### config.mk
export PLATFORM = sky130hd
export DESIGN_NAME = ch2_piso_tx_ctrl_flat
export DESIGN_NICKNAME = d
export VERILOG_FILES = /design/src/rtl/ch2_piso_pkg.sv /design/src/rtl/ch2_piso_tx_ctrl_if.sv /design/src/rtl/ch2_piso_shreg.sv /design/src/rtl/ch2_piso_tx_ctrl.sv /design/src/flat_wrapper.sv
export SDC_FILE = /design/constraint.sdc
export NUM_CORES = 1
export LEC_CHECK = 0
export BUFFER_PORTS_ARGS = -buffer_cell sky130_fd_sc_hd__buf_2
export CORE_AREA = 2 2 39 41
export CTS_CLUSTER_DIAMETER = 30
export CTS_CLUSTER_SIZE = 16
export DETAILED_ROUTE_END_ITERATION = 10
export DIE_AREA = 0 0 41 43
export SLEW_MARGIN = 20
export SYNTH_ARGS = -nofsm -noshare
export SYNTH_HDL_FRONTEND = slang
export SYNTH_SLANG_ARGS = --single-unit
### constraint.sdc
create_clock -name CLK -period 1.97 [get_ports CLK]
set_input_delay 0.197 -clock CLK [delete_from_list [all_inputs] [get_ports CLK]]
set_output_delay 0.197 -clock CLK [all_outputs]
set_load 0.01 [all_outputs]
### src/rtl/ch2_piso_pkg.sv
// Shared definitions for the PISO transmit controller slice.
// Holds the FSM state encodings, the default word width and small helpers
// used by the controller, the interface and the shift register.
package ch2_piso_pkg;

    // Default parallel word width when a parent does not override it
    localparam int PISO_WIDTH = 4;

    // Controller state encodings; 2'd3 is never entered and decodes to idle
    localparam logic [1:0] ST_IDLE  = 2'd0;
    localparam logic [1:0] ST_SHIFT = 2'd1;
    localparam logic [1:0] ST_GAP   = 2'd2;

    // Map any raw state value onto a legal state so a stray 2'd3 behaves as idle
    function automatic logic [1:0] decode_state(input logic [1:0] raw);
        if (raw == ST_SHIFT || raw == ST_GAP) begin
            return raw;
        end
        return ST_IDLE;
    endfunction

    // Gap counter width: enough to hold GAP-1, never narrower than one bit
    function automatic int gap_cnt_bits(input int gap);
        if (gap > 0) begin
            return $clog2(gap + 1);
        end
        return 1;
    endfunction

endpackage

### src/rtl/ch2_piso_tx_ctrl_if.sv
// Producer-facing handshake plus the serial framing outputs of the
// PISO transmit controller, bundled so both ends share one declaration.
interface ch2_piso_tx_ctrl_if
    import ch2_piso_pkg::*;
#(
    parameter int WIDTH = PISO_WIDTH
);

    // Parallel word and its valid/ready handshake
    logic [WIDTH-1:0] DIN;
    logic             DIN_VLD;
    logic             DIN_RDY;

    // Shift register control and serial framing
    logic             SH_LDN;
    logic             SOUT;
    logic             FRAME;
    logic             DONE;
    logic             BUSY;

    // Word producer / serial consumer side
    modport master (
        output DIN,
        output DIN_VLD,
        input  DIN_RDY,
        input  SH_LDN,
        input  SOUT,
        input  FRAME,
        input  DONE,
        input  BUSY
    );

    // Controller side
    modport slave (
        input  DIN,
        input  DIN_VLD,
        output DIN_RDY,
        output SH_LDN,
        output SOUT,
        output FRAME,
        output DONE,
        output BUSY
    );

endinterface

### src/rtl/ch2_piso_shreg.sv
// WIDTH-bit parallel-in / serial-out shift register.
// SH_LDN low loads D; otherwise the contents shift left with a zero entering
// at the LSB, so an unloaded register drains to all zeros. Q is the MSB.
module ch2_piso_shreg
    import ch2_piso_pkg::*;
#(
    parameter int WIDTH = PISO_WIDTH
) (
    input  logic             CLK,
    input  logic             RST,
    input  logic             SH_LDN,
    input  logic [WIDTH-1:0] D,
    output logic             Q
);

    logic [WIDTH-1:0] sreg;

    // Load on the accept edge, otherwise shift left one place every cycle
    always_ff @(posedge CLK) begin
        if (RST) begin
            sreg <= '0;
        end else if (!SH_LDN) begin
            sreg <= D;
        end else begin
            sreg <= {sreg[WIDTH-2:0], 1'b0};
        end
    end

    assign Q = sreg[WIDTH-1];

endmodule

### src/rtl/ch2_piso_tx_ctrl.sv
// Transmit controller around a PISO shift register.
// Accepts one word per valid/ready handshake while idle, streams it MSB first
// with FRAME high, pulses DONE on the last bit, then idles for GAP cycles
// before accepting the next word. Words offered while busy are ignored.
module ch2_piso_tx_ctrl
    import ch2_piso_pkg::*;
#(
    parameter int WIDTH = PISO_WIDTH,
    parameter int GAP   = 1
) (
    input  logic                CLK,
    input  logic                RST,
    ch2_piso_tx_ctrl_if.slave   bus
);

    localparam int         BW       = $clog2(WIDTH);
    localparam int         GW       = gap_cnt_bits(GAP);
    localparam logic       HAS_GAP  = (GAP > 0);
    localparam logic [BW-1:0] BIT_LAST = BW'(WIDTH - 1);
    localparam logic [GW-1:0] GAP_LAST = GW'(GAP - 1);

    logic [1:0]    state;
    logic [1:0]    cur_state;
    logic [BW-1:0] bit_cnt;
    logic [GW-1:0] gap_cnt;
    logic          in_idle;
    logic          in_shift;
    logic          in_gap;
    logic          accept;
    logic          last_bit;
    logic          sh_ldn;
    logic          sout;

    assign cur_state = decode_state(state);
    assign in_idle   = (cur_state == ST_IDLE);
    assign in_shift  = (cur_state == ST_SHIFT);
    assign in_gap    = (cur_state == ST_GAP);

    // Reset suppresses acceptance so a producer holding VALID through reset
    // is not loaded on the reset edge
    assign accept    = bus.DIN_VLD & in_idle & ~RST;
    assign last_bit  = in_shift && (bit_cnt == '0);
    assign sh_ldn    = ~accept;

    // Sequence idle -> shift WIDTH bits -> optional gap -> idle
    always_ff @(posedge CLK) begin
        if (RST) begin
            state   <= ST_IDLE;
            bit_cnt <= '0;
            gap_cnt <= '0;
        end else begin
            case (cur_state)
                ST_SHIFT: begin
                    if (bit_cnt == '0) begin
                        if (HAS_GAP) begin
                            state   <= ST_GAP;
                            gap_cnt <= GAP_LAST;
                        end else begin
                            state   <= ST_IDLE;
                        end
                    end else begin
                        bit_cnt <= bit_cnt - 1'b1;
                    end
                end
                ST_GAP: begin
                    if (gap_cnt == '0) begin
                        state   <= ST_IDLE;
                    end else begin
                        gap_cnt <= gap_cnt - 1'b1;
                    end
                end
                default: begin
                    state <= ST_IDLE;
                    if (accept) begin
                        state   <= ST_SHIFT;
                        bit_cnt <= BIT_LAST;
                    end
                end
            endcase
        end
    end

    ch2_piso_shreg #(
        .WIDTH (WIDTH)
    ) u_shreg (
        .CLK    (CLK),
        .RST    (RST),
        .SH_LDN (sh_ldn),
        .D      (bus.DIN),
        .Q      (sout)
    );

    assign bus.DIN_RDY = in_idle;
    assign bus.SH_LDN  = sh_ldn;
    assign bus.SOUT    = sout;
    assign bus.FRAME   = in_shift;
    assign bus.DONE    = last_bit;
    assign bus.BUSY    = in_shift | in_gap;

endmodule

### src/flat_wrapper.sv
// flat-port wrapper written by rule: the top's interface ports become plain ports
module ch2_piso_tx_ctrl_flat import ch2_piso_pkg::*;
#(
    parameter int WIDTH = PISO_WIDTH,
    parameter int GAP   = 1
)
  (CLK, RST, bus_DIN, bus_DIN_VLD, bus_DIN_RDY, bus_SH_LDN, bus_SOUT, bus_FRAME, bus_DONE, bus_BUSY);
  ch2_piso_tx_ctrl_if #(.WIDTH(WIDTH)) bus_i ();
  input  logic CLK;
  input  logic RST;
  input wire logic [$bits(bus_i.DIN)-1:0] bus_DIN;
  input wire logic [$bits(bus_i.DIN_VLD)-1:0] bus_DIN_VLD;
  output wire logic [$bits(bus_i.DIN_RDY)-1:0] bus_DIN_RDY;
  output wire logic [$bits(bus_i.SH_LDN)-1:0] bus_SH_LDN;
  output wire logic [$bits(bus_i.SOUT)-1:0] bus_SOUT;
  output wire logic [$bits(bus_i.FRAME)-1:0] bus_FRAME;
  output wire logic [$bits(bus_i.DONE)-1:0] bus_DONE;
  output wire logic [$bits(bus_i.BUSY)-1:0] bus_BUSY;
  assign bus_i.DIN = bus_DIN;
  assign bus_i.DIN_VLD = bus_DIN_VLD;
  assign bus_DIN_RDY = bus_i.DIN_RDY;
  assign bus_SH_LDN = bus_i.SH_LDN;
  assign bus_SOUT = bus_i.SOUT;
  assign bus_FRAME = bus_i.FRAME;
  assign bus_DONE = bus_i.DONE;
  assign bus_BUSY = bus_i.BUSY;
  ch2_piso_tx_ctrl #(.WIDTH(WIDTH), .GAP(GAP)) u_core (.CLK(CLK), .RST(RST), .bus(bus_i));
endmodule
After elaboration in Yosys (flattened, before gate mapping)
Cells that the tools add are included.
{ "totals": {"register_bits": 9, "out_inout_bits": 6} }
{ "op_classes": {"reduce_logical": 10, "bitwise": 6, "add_sub_neg": 2, "mux": 14, "n_eq_ne": 7} }
{ "op_table": {"columns": ["operator", "n"], "rows": [
  ["2-to-1 mux 2 bit", 6],
  ["case mux 2 bit (2 select lines)", 2],
  ["inequality test 2 bit, second input constant", 3],
  ["equality test 2 x 1 -> 1 bit, second input constant", 2],
  ["equality test 2 bit, second input constant", 2],
  ["logical NOT 2 bit", 2],
  ["2-to-1 mux 1 bit", 4],
  ["2-to-1 mux 4 bit", 1],
  ["AND reduction 2 bit", 2],
  ["nonzero test 2 bit", 2],
  ["inverter 1 bit", 3],
  ["AND reduction 3 bit", 1],
  ["bitwise AND 1 bit", 2],
  ["case mux 1 bit (2 select lines)", 1],
  ["OR reduction 2 bit", 1],
  ["subtractor 2 x 1 -> 2 bit, second input constant", 1],
  ["logical AND 1 bit", 1],
  ["logical OR 1 bit", 1],
  ["bitwise OR 1 bit", 1],
  ["subtractor 1 bit, second input constant", 1]
]} }

Longest topological paths before layout
{ "depth": {"depth_word": 9, "ltp_mapped": 5} }

By module
From an unflattened synthesis, not the netlist that was laid out.
{ "unflattened": {"hier_cells": 39, "area_unflattened_um2": 381.6} }
{ "modules_own_cells": {"columns": ["module", "cells_per_inst", "instances", "area_per_inst_um2"], "rows": [
  ["ch2_piso_tx_ctrl", 28, 1, 252.7],
  ["ch2_piso_shreg", 11, 1, 128.9]
]} }

Least setup slack after synthesis
Ideal clock, no wire load.
{ "synth_timing": {"path_kind": "reg2reg", "startpoint": "register u_core.state[0]", "endpoint": "register u_core.bit_cnt[1]", "required_ns": 1.867, "t_arrival_ns": 1.434, "path_buffers": 0, "stages_incl_launch_ff": 6, "setup_ns": 0.103, "path_slack_ns": 0.433, "path_cell_list": "dfxtp_1 -> inv_1 -> ha_1 -> nand2_2 -> o311a_1 -> a2111oi_2"} }
{ "synth_between": {"elab_chain_len": 9} }
{ "synth_lines": {"columns": ["item", "line", "source"], "rows": [
  ["from (decl)", "ch2_piso_tx_ctrl.sv:22", "logic [1:0] state;"],
  ["from (signal assigned)", "ch2_piso_tx_ctrl.sv:48", "state <= ST_IDLE;"],
  ["from (signal assigned)", "ch2_piso_tx_ctrl.sv:56", "state <= ST_GAP;"],
  ["from (signal assigned)", "ch2_piso_tx_ctrl.sv:59", "state <= ST_IDLE;"],
  ["equality test 2 x 1 -> 1 bit or equality test 2 bit (tied branches)", "ch2_piso_pkg.sv:16", "if (raw == ST_SHIFT || raw == ST_GAP) begin"],
  ["logical OR 1 bit", "ch2_piso_pkg.sv:16", null],
  ["2-to-1 mux 1 bit", "ch2_piso_pkg.sv:16", null],
  ["2-to-1 mux 2 bit *", "ch2_piso_pkg.sv:19", "return ST_IDLE;"],
  ["logical NOT 2 bit *", "ch2_piso_tx_ctrl.sv:35", "assign in_idle = (cur_state == ST_IDLE);"],
  ["via bus_DIN_RDY", "flat_wrapper.sv:13", "output wire logic [$bits(bus_i.DIN_RDY)-1:0] bus_DIN_RDY;"],
  ["bitwise AND 1 bit * (2 in series)", "ch2_piso_tx_ctrl.sv:41", "assign accept = bus.DIN_VLD & in_idle & ~RST;"],
  ["nonzero test 2 bit (no line) *", null, null],
  ["AND reduction 3 bit (no line) *", null, null],
  ["to (signal assigned)", "ch2_piso_tx_ctrl.sv:62", "bit_cnt <= bit_cnt - 1'b1;"],
  ["to (decl)", "ch2_piso_tx_ctrl.sv:24", "logic [BW-1:0] bit_cnt;"]
]} }
Mark *: on every way through the listed nets, which the timed path passes. The rest lies on a longest branch. The select of a mux whose other input is x is not followed.
A chain may end at the register's enable or synchronous reset.

Worst setup path in the final report
{ "layout_timing": {"startpoint": "register u_core.state[0]", "endpoint": "output port bus_SH_LDN"} }
{ "layout_between": {"elab_chain_len": 8} }
{ "layout_lines": {"columns": ["item", "line", "source"], "rows": [
  ["equality test 2 x 1 -> 1 bit or equality test 2 bit (tied branches)", "ch2_piso_pkg.sv:16", null],
  ["logical OR 1 bit", "ch2_piso_pkg.sv:16", null],
  ["2-to-1 mux 1 bit", "ch2_piso_pkg.sv:16", null],
  ["2-to-1 mux 2 bit *", "ch2_piso_pkg.sv:19", null],
  ["logical NOT 2 bit *", "ch2_piso_tx_ctrl.sv:35", null],
  ["bitwise AND 1 bit * (2 in series)", "ch2_piso_tx_ctrl.sv:41", null],
  ["inverter 1 bit (no line) *", null, null],
  ["to (decl)", "flat_wrapper.sv:14", "output wire logic [$bits(bus_i.SH_LDN)-1:0] bus_SH_LDN;"]
]} }
Every way passes the cells marked *; elsewhere a longest branch is shown, timed or not. The select of a mux whose other input is x is not followed.

==> impl_metrics.csv <==
group,metric,value,unit
layout,syn_to_final_growth,25.6,%
cts,cts-root-buf,"clkbuf_4",
pwr,ir_drop,0.279,mV
global_routing,use_met1,13.2,%
pwr,power.density,857,nW/µm²
cts,clock-sinks,8,
route,via_count,334,
sta,setup_viol,0,
logic_synthesis,synth-compound-area-share,15.2,%
sta,finalClockSkew,0.00235,ns
layout,drive_gt1_share,28.8,%
setup_path,cp_max_fo,7,
global_routing,grt_pass1_vias,285,
layout,fillCellCount,155,
setup_path,cp_data_arrival_time,1.53,ns
worst_hold_path,whs_path_depth,3,
job,cap_violations,0,
global_routing,antenna_found_initial,0,
route,drc,0,
logic_synthesis,synthMuxAreaShare,2.59,%
route,viasPerCell,4.45,
floorplan,die_w,41,µm
floorplan,die_h,43,µm
cts,cts_max_level,1,
sta,fin_ws,0.242,ns
layout,multi_input_area,200,µm²
sta,rsz0062_at_grt,"no",
sta,timing_worst_slew_pin_value,0.248,ns
setup_path,cp.required,1.77,ns
pwr,power_leakage,0.229,nW
floorplan,io_pins,13,
logic_synthesis,synthSimpleGateAreaFrac,24.3,%
sta,min_period_over_period,87.7,%
placed_design,dp_cells,72,
cts,clk_pin_slew,0.05,ns
route,drt-total-wl,742,µm
global_routing,gr-max-usage-layer,"met2",
setup_path,cp-end-kind,"primary output",
placed_design,port_buffers,12,
global_routing,met2_usage,13.8,%
layout,seq_area,160,µm²
placed_design,hpwl,578,µm
route,dr.pass1.iters,4,
sta,fmax,0.579,GHz
logic_synthesis,ys_warn_count,0,
sta,slew_viol_final,0,
logic_synthesis,synth_top_family_by_area,"simple AND/OR/NAND/NOR gates",
logic_synthesis,synthesis.area,387,µm²
placed_design,placed_area,463,µm²
logic_synthesis,yosysSeqAreaShare,41.4,%
layout,final_common_cell,"buf_2",
cts,ctsResizeCount,0,
setup_path,path_class,"flop to primary output",
floorplan,dieArea,1760,µm²
layout,final_cell_mix,"12 x buf_2, 8 x dfxtp_1, 6 x inv_1",
logic_synthesis,synth_fp_nets,55,
cts,cts-hold-fix-buffers,0,
sta,fin_crit,1.73,ns
floorplan,core,1380,µm²
global_routing,grt_remaining_overflow,0,
cts,clock_latency,0.25,ns
sta,slew_headroom,83.4,%
floorplan,initial_utilization,27.9,%
sta,worst_hold_slack,0.159,ns
setup_path,cp-start-kind,"flop",
global_routing,grt_max_degree,10,
logic_synthesis,synth_area_per_cell,8.59,µm²
sta,hold_violations,0,
route,drtIter0Drc,7,
global_routing,grt_usage,10.9,%
cts,cts_tree,"built",
pwr,total_power,416,µW
status,status,"complete, no violations",
cts,cts_buffers,3,
layout,fin_cells,75,
setup_path,reg2reg_depth,5,
placed_design,post-place-ws,0.387,ns
layout,stdcell_area,485,µm²
global_routing,grt_pass1_wl,1190,µm
layout,final_util,35.1,%
logic_synthesis,ys_seq_elements,8,
sta,fin_setup_tns,0,ns
cts,post-cts-setup-buffer-count,0,
logic_synthesis,yosys.area_share.xor_xnor,0,%
logic_synthesis,yosys.area_share.adder,9.71,%
cts,cts_buffer_depth,2,
global_routing,met3_usage,3.14,%
logic_synthesis,yosys.cell_types.count,20,
placed_design,place_congestion,0.691,
layout,diodes,0,
layout,fin_nets,71,
route,wire_per_inst,9.89,µm
worst_hold_path,hold_path_class,"primary input to flop",
route,ant_nets,0,
floorplan,rows,14,
logic_synthesis,syn_inst,45,
-- registers in the layout, summed over array words and instances (netlist names) --
name	cells
u_core.u_shreg.sreg	4
u_core.bit_cnt	2
u_core.state	2
-- layer usage --
layer | wire length (µm) | part of all wire, % | up-vias
met5 | 0 | 0 | -
met3 | 29 | 3.9 | 2
met1 | 361 | 49 | 143
met2 | 329 | 44 | 6
met4 | 22 | 3.0 | 0
li1 | - | - | 183
-- critical path, stage by stage, from the launching register on --
cell and delay (ns):
dfxtp_1 0.33, inv_1 0.06, ha_1 0.39, nand2_2 0.12, or2_1 0.24, buf_2 0.14
-- final timing paths --
check	from	slack, ns	to
min reg2reg	u_core.u_shreg.sreg[0]	0.44	u_core.u_shreg.sreg[1]
min	bus_DIN[0]	0.16	u_core.u_shreg.sreg[0]
max reg2reg	u_core.state[0]	0.39	u_core.bit_cnt[1]
max	u_core.state[0]	0.24	bus_SH_LDN
-- cell type report --
cell class,count,share of cell area (%)
multi-input combinational,30,41.2
sequential,8,33.0
timing repair buffer,12,12.4
clock buffer,3,4.64
inverter,6,4.64
tap,16,4.12
-- report_power, final --
part | internal, mW | switching, mW
registers | 0.177 | 0.00659
clock network | 0.0696 | 0.0542
logic | 0.0497 | 0.0589
total | 0.296 | 0.120
-- cell usage after synthesis --
cell       instances  area, µm²
or2_1              1       6.26
a21oi_1            4       20.0
dfxtp_1            8        160
ha_1               3       37.5
nand3_1            3       15.0
nand2_1            4       15.0
and3_1             1       6.26
o311a_1            1       10.0
a2111oi_2          1       15.0
mux2i_1            1       10.0
nor3b_1            2       15.0
nor2_1             3       11.3
nand2b_1           1       6.26
nand2_2            1       6.26
a211oi_1           1       7.51
clkbuf_1           1       3.75
a31oi_1            1       6.26
nor2b_1            1       6.26
inv_1              6       22.5
and2_1             1       6.26
-- cells by family (layout without fill, tap and decap cells) --
| family | count (synthesis) | in the layout |
|---|---|---|
| adder cells (fa/ha/maj) | 3 | 3 |
| AO/OA/AOI/OAI | 8 | 8 |
| AND/OR/NAND/NOR | 18 | 18 |
| buffers and inverters | 7 | 21 |
| flip-flops | 8 | 8 |
| multiplexers | 1 | 1 |
(Power assumes the default switching activity.)
